**config.mk**
```make
export PLATFORM = sky130hd
export DESIGN_NAME = bus_arbiter
export DESIGN_NICKNAME = d
export VERILOG_FILES = /design/src/rtl/bus_arbiter.sv
export SDC_FILE = /design/constraint.sdc
export NUM_CORES = 1
export LEC_CHECK = 0
export CAP_MARGIN = 25
export CORE_AREA = 3 3 103 85
export DETAILED_ROUTE_END_ITERATION = 8
export DIE_AREA = 0 0 106 88
export PLACE_DENSITY = 0.81
export SLEW_MARGIN = 5
export SYNTH_ARGS = -nofsm -noshare
export SYNTH_HDL_FRONTEND = slang
export SYNTH_SLANG_ARGS = --single-unit
```
**constraint.sdc**
```tcl
create_clock -name clk -period 2.2 [get_ports clk]
set_input_delay 0.66 -clock clk [delete_from_list [all_inputs] [get_ports clk]]
set_output_delay 0.66 -clock clk [all_outputs]
set_load 0.05 [all_outputs]
```
**src/rtl/bus_arbiter.sv**
```systemverilog
// Round-robin arbiter sharing one 9-bit-address byte bus between NUM_CORES cores.
// Address bit 8 steers each transaction to the memory (0) or GPIO (1) port.
module bus_arbiter #(
  parameter int NUM_CORES = 4,
  parameter int MEM_WAIT  = 1
) (
  input  logic                   clk,
  input  logic                   reset,
  input  logic [NUM_CORES-1:0]   req,
  input  logic [NUM_CORES-1:0]   rw_in,
  input  logic [9*NUM_CORES-1:0] addr_in,
  input  logic [8*NUM_CORES-1:0] wdata_in,
  output logic [NUM_CORES-1:0]   grant,
  output logic [7:0]             rdata_out,
  output logic                   mem_en,
  output logic                   mem_we,
  output logic [7:0]             mem_addr,
  output logic [7:0]             mem_wdata,
  input  logic [7:0]             mem_rdata,
  output logic                   gpio_en,
  output logic                   gpio_we,
  output logic [7:0]             gpio_addr,
  output logic [7:0]             gpio_wdata,
  input  logic [7:0]             gpio_rdata
);

  localparam int unsigned NC = NUM_CORES;
  localparam int IW = (NUM_CORES > 1) ? $clog2(NUM_CORES) : 1;
  localparam int CW = $clog2(MEM_WAIT + 1);

  typedef enum logic [1:0] {IDLE, ACCESS, GRANT} state_t;

  state_t        r_state;
  logic [IW-1:0] r_ptr;
  logic [IW-1:0] r_idx;
  logic [CW-1:0] r_cnt;
  logic          r_rw;
  logic          r_sel;

  logic [8:0]    w_addr_a [NUM_CORES];
  logic [7:0]    w_wd_a   [NUM_CORES];
  logic          w_found;
  logic [IW-1:0] w_idx;
  logic [IW-1:0] w_j;
  logic [8:0]    w_addr;
  logic [7:0]    w_wdata;
  logic          w_rw;

  for (genvar g = 0; g < NUM_CORES; g++) begin : g_unpack
    assign w_addr_a[g] = addr_in[9*g +: 9];
    assign w_wd_a[g]   = wdata_in[8*g +: 8];
  end

  // Search starts just after the last granted core and wraps around.
  always_comb begin
    w_found = 1'b0;
    w_idx   = '0;
    w_j     = '0;
    for (int unsigned k = 1; k <= NC; k++) begin
      w_j = IW'((32'(r_ptr) + k) % NC);
      if (!w_found && req[w_j]) begin
        w_found = 1'b1;
        w_idx   = w_j;
      end
    end
  end

  assign w_addr  = w_addr_a[w_idx];
  assign w_wdata = w_wd_a[w_idx];
  assign w_rw    = rw_in[w_idx];

  always_ff @(posedge clk) begin
    if (!reset) begin
      r_state    <= IDLE;
      r_ptr      <= IW'(NUM_CORES - 1);
      r_idx      <= '0;
      r_cnt      <= '0;
      r_rw       <= 1'b0;
      r_sel      <= 1'b0;
      grant      <= '0;
      rdata_out  <= '0;
      mem_en     <= 1'b0;
      mem_we     <= 1'b0;
      mem_addr   <= '0;
      mem_wdata  <= '0;
      gpio_en    <= 1'b0;
      gpio_we    <= 1'b0;
      gpio_addr  <= '0;
      gpio_wdata <= '0;
    end else begin
      case (r_state)
        IDLE: begin
          if (w_found) begin
            r_idx   <= w_idx;
            r_rw    <= w_rw;
            r_sel   <= w_addr[8];
            r_cnt   <= CW'(MEM_WAIT);
            mem_en  <= ~w_addr[8];
            mem_we  <= w_rw & ~w_addr[8];
            gpio_en <= w_addr[8];
            gpio_we <= w_rw & w_addr[8];
            if (w_addr[8]) begin
              gpio_addr  <= w_addr[7:0];
              gpio_wdata <= w_wdata;
            end else begin
              mem_addr  <= w_addr[7:0];
              mem_wdata <= w_wdata;
            end
            r_state <= ACCESS;
          end
        end
        ACCESS: begin
          r_cnt <= r_cnt - CW'(1);
          if (r_cnt == CW'(1)) begin
            if (!r_rw) rdata_out <= r_sel ? gpio_rdata : mem_rdata;
            mem_en  <= 1'b0;
            mem_we  <= 1'b0;
            gpio_en <= 1'b0;
            gpio_we <= 1'b0;
            grant   <= NUM_CORES'(1) << r_idx;
            r_state <= GRANT;
          end
        end
        GRANT: begin
          grant   <= '0;
          r_ptr   <= r_idx;
          r_state <= IDLE;
        end
        default: r_state <= IDLE;
      endcase
    end
  end

endmodule

```
==> results.tsv <==
metric	value	unit
remaining global-route overflow	0	
largest family of logic cells by synthesized area	multiplexers	
Area contributors post-synth	dfxtp_1 41%, mux2i_1 35%, nor2_1 7.0%	
final net count	545	
status	completed	
HP Class	flop to flop	
Routed WL	8.25	mm
Pleak	2.34	nW
crit path from	mem_wdata[1]	
post-synthesis cell area	0.00279	mm2
kind of critical path	flop to output pin	
drt wl/cell	14.6	um
commonest non-fill, non-tap cell in the layout	clkdlybuf4s50_1	
Crit-path slowest cell	clkdlybuf4s50_1	
Hold Startpoint	r_rw	
I/O Buffers	141	
Die X-Extent	106	um
Worst EP required	1.54	ns
Slew @ Worst Pin	0.545	ns
die height	88	um
H-tree depth	3	
Tcrit/Tclk final	98.0	%
gp weighted congestion	0.814	
first-pass GRT wire length	13.2	mm
initial core utilization	35.6	%
Yosys top cell area share	40.9	%
syn_nets	382	
top cell type by total area after synthesis	dfxtp_1	
adder-cell share of the synthesized area	0	%
Synthesis Warnings	0	
Unique masters post-synth	34	
Cells after Synth	288	
CTS Buf Count	9	
CP delay by family, top	buffers and inverters	
layout cell share with drive strength beyond 1	16.4	%
Via density	4.84	
mux contribution to synthesized area	34.8	%
RSZ-0062 raised after global routing	no	
largest net degree at the start of global routing	33	
Post-Synth XOR/XNOR Area	0	%
CP Max Fanout	2	
max-slew violations	0	
Root Buffer	clkbuf_8	
crit-path max cell delay	0.83	ns
TNS Setup	0	ns
DRC viols	0	
Detail Placement HPWL	6.27	mm
I/O pins	142	
Hold Violations, Final	0	
vias in the first global route	2791	
Core Area	0.00784	mm2
initial antenna violation count	0	
maximum clock path buffer count	2	
fmax	464	MHz
clock latency at the later pin of the worst-skew pair	0.33	ns
CP Buf/Inv Count	1	
Worst IR Drop VDD	0.320	mV
crit start category	flop	
Slew HR	63.6	%
min Tclk post-route	2.16	ns
Reg2Reg Setup Slack	0.12	ns
PD cells	702	mW/mm2
Mapped Avg Cell Area	9.69	um2
Clk pin slew, worst setup/hold paths	0.06	ns
post-synthesis register bit count	57	
CTS tree	built	
CTS Sinks	57	
die area	0.00933	mm2
sequential area share after synthesis	40.9	%
Synth Area in Compound Gates	7.31	%
Layout area overhead	74.5	%
Final ANT Viol Nets	0	
Worst Path Arrival	1.50	ns
Crit. End Element	output pin	
max capacitance violation total	0	
final core occ	62.2	%
most frequent cells in the layout	118 x clkdlybuf4s50_1, 92 x mux2i_1, 55 x dfxtp_1	
r2r startpoint	r_ptr[0]	
site row count	29	
final setup violation count	0	
Initial DRT Pass Iterations	5	
initial drt markers	80	
simple-gate portion of the synthesized area	13.0	%
total track usage	17.8	%
clock skew after layout	0.00726	ns
ANT cells	0	
worst-path cell chain	clkdlybuf4s50_1	
DR vias	2732	
-- sequential cells by signal, indices dropped and copies added (netlist names) --
signal,count
gpio_addr,8
gpio_wdata,8
mem_addr,8
mem_wdata,8
rdata_out,8
grant,4
r_idx,2
r_ptr,2
r_state,2
gpio_en,1
gpio_we,1
mem_en,1
mem_we,1
r_cnt,1
r_rw,1
r_sel,1
-- cell usage after synthesis --
library cell   n
mux2i_1       97
dfxtp_1       57
nor2_1        52
a21oi_1       10
a211oi_1       8
clkbuf_1       7
nand3_1        7
nand2_1        6
a31oi_1        4
buf_2          4
buf_4          4
nor3_1         4
o21ai_0        3
nand3b_1       2
nor2b_1        2
nor3b_1        2
or2_2          2
a21boi_0       1
a22oi_1        1
and3_1         1
and3b_1        1
buf_1          1
buf_6          1
buf_8          1
inv_1          1
inv_2          1
nor2_2         1
nor4_1         1
o21a_1         1
o21ba_2        1
o21bai_1       1
o22ai_1        1
o31ai_1        1
or3_1          1
-- power breakdown --
part | leakage [nW] | internal (mW) | switching, mW
logic | 1.77 | 0.618 | 0.681
clock network | 0.102 | 0.528 | 0.389
registers | 0.466 | 1.13 | 0.0692
-- stage by stage --
stage                     power (mW)  area [um2]  hold slack [ns]  setup slack (ns)  std cells
after floorplan                 1.96        2810            0.437          -0.00557        288
after global placement          2.43        4480            0.446            -0.528        540
after detailed placement        2.46        4480            0.449            -0.606        540
after CTS                       3.45        4810            0.459            0.0145        563
after global routing            3.58        4870            0.475           0.00172        564
final                           3.42        4870            0.459            0.0435        564
-- metal layers --
metal | vias to the layer above | share of wire, % | track usage (%)
met3 | 11 | 8.4 | 7.22
met5 | - | 0 | 0
met1 | 1265 | 42 | 19.6
met4 | 0 | 1.1 | 5.88
li1 | 1355 | - | -
met2 | 101 | 49 | 31.7
-- layout make-up --
class	instances	area [um2]
fill	687	2970
multi-input combinational	211	1660
clock inverter	2	10.0
timing repair buffer	170	1740
inverter	2	7.51
sequential	57	1140
clock buffer	14	183
tap	108	135
-- repair_timing --
item	CTS	global route
endpoints found under the setup margin	38	27
pin swaps	6	2
hold buffers	0	0
cloned	1	0
resized for setup	22	21
setup buffers	6	1
-- final timing paths --
| path | endpoint | cells after the start |
|---|---|---|
| setup reg to reg | mem_addr[3] | 9 |
| hold / removal | r_rw | 2 |
| hold reg to reg | r_rw | 2 |
| setup / recovery | mem_wdata[1] | 1 |
-- logic make-up (layout without fill, tap and decap cells) --
group                  count (synthesis)  count (layout)
DFF                                   57              57
buffers and inverters                 20             188
AOI/OAI and AO/OA                     32              32
muxes                                 97              97
and+or+nand+nor                       82              82
(Power assumes the default switching activity.)
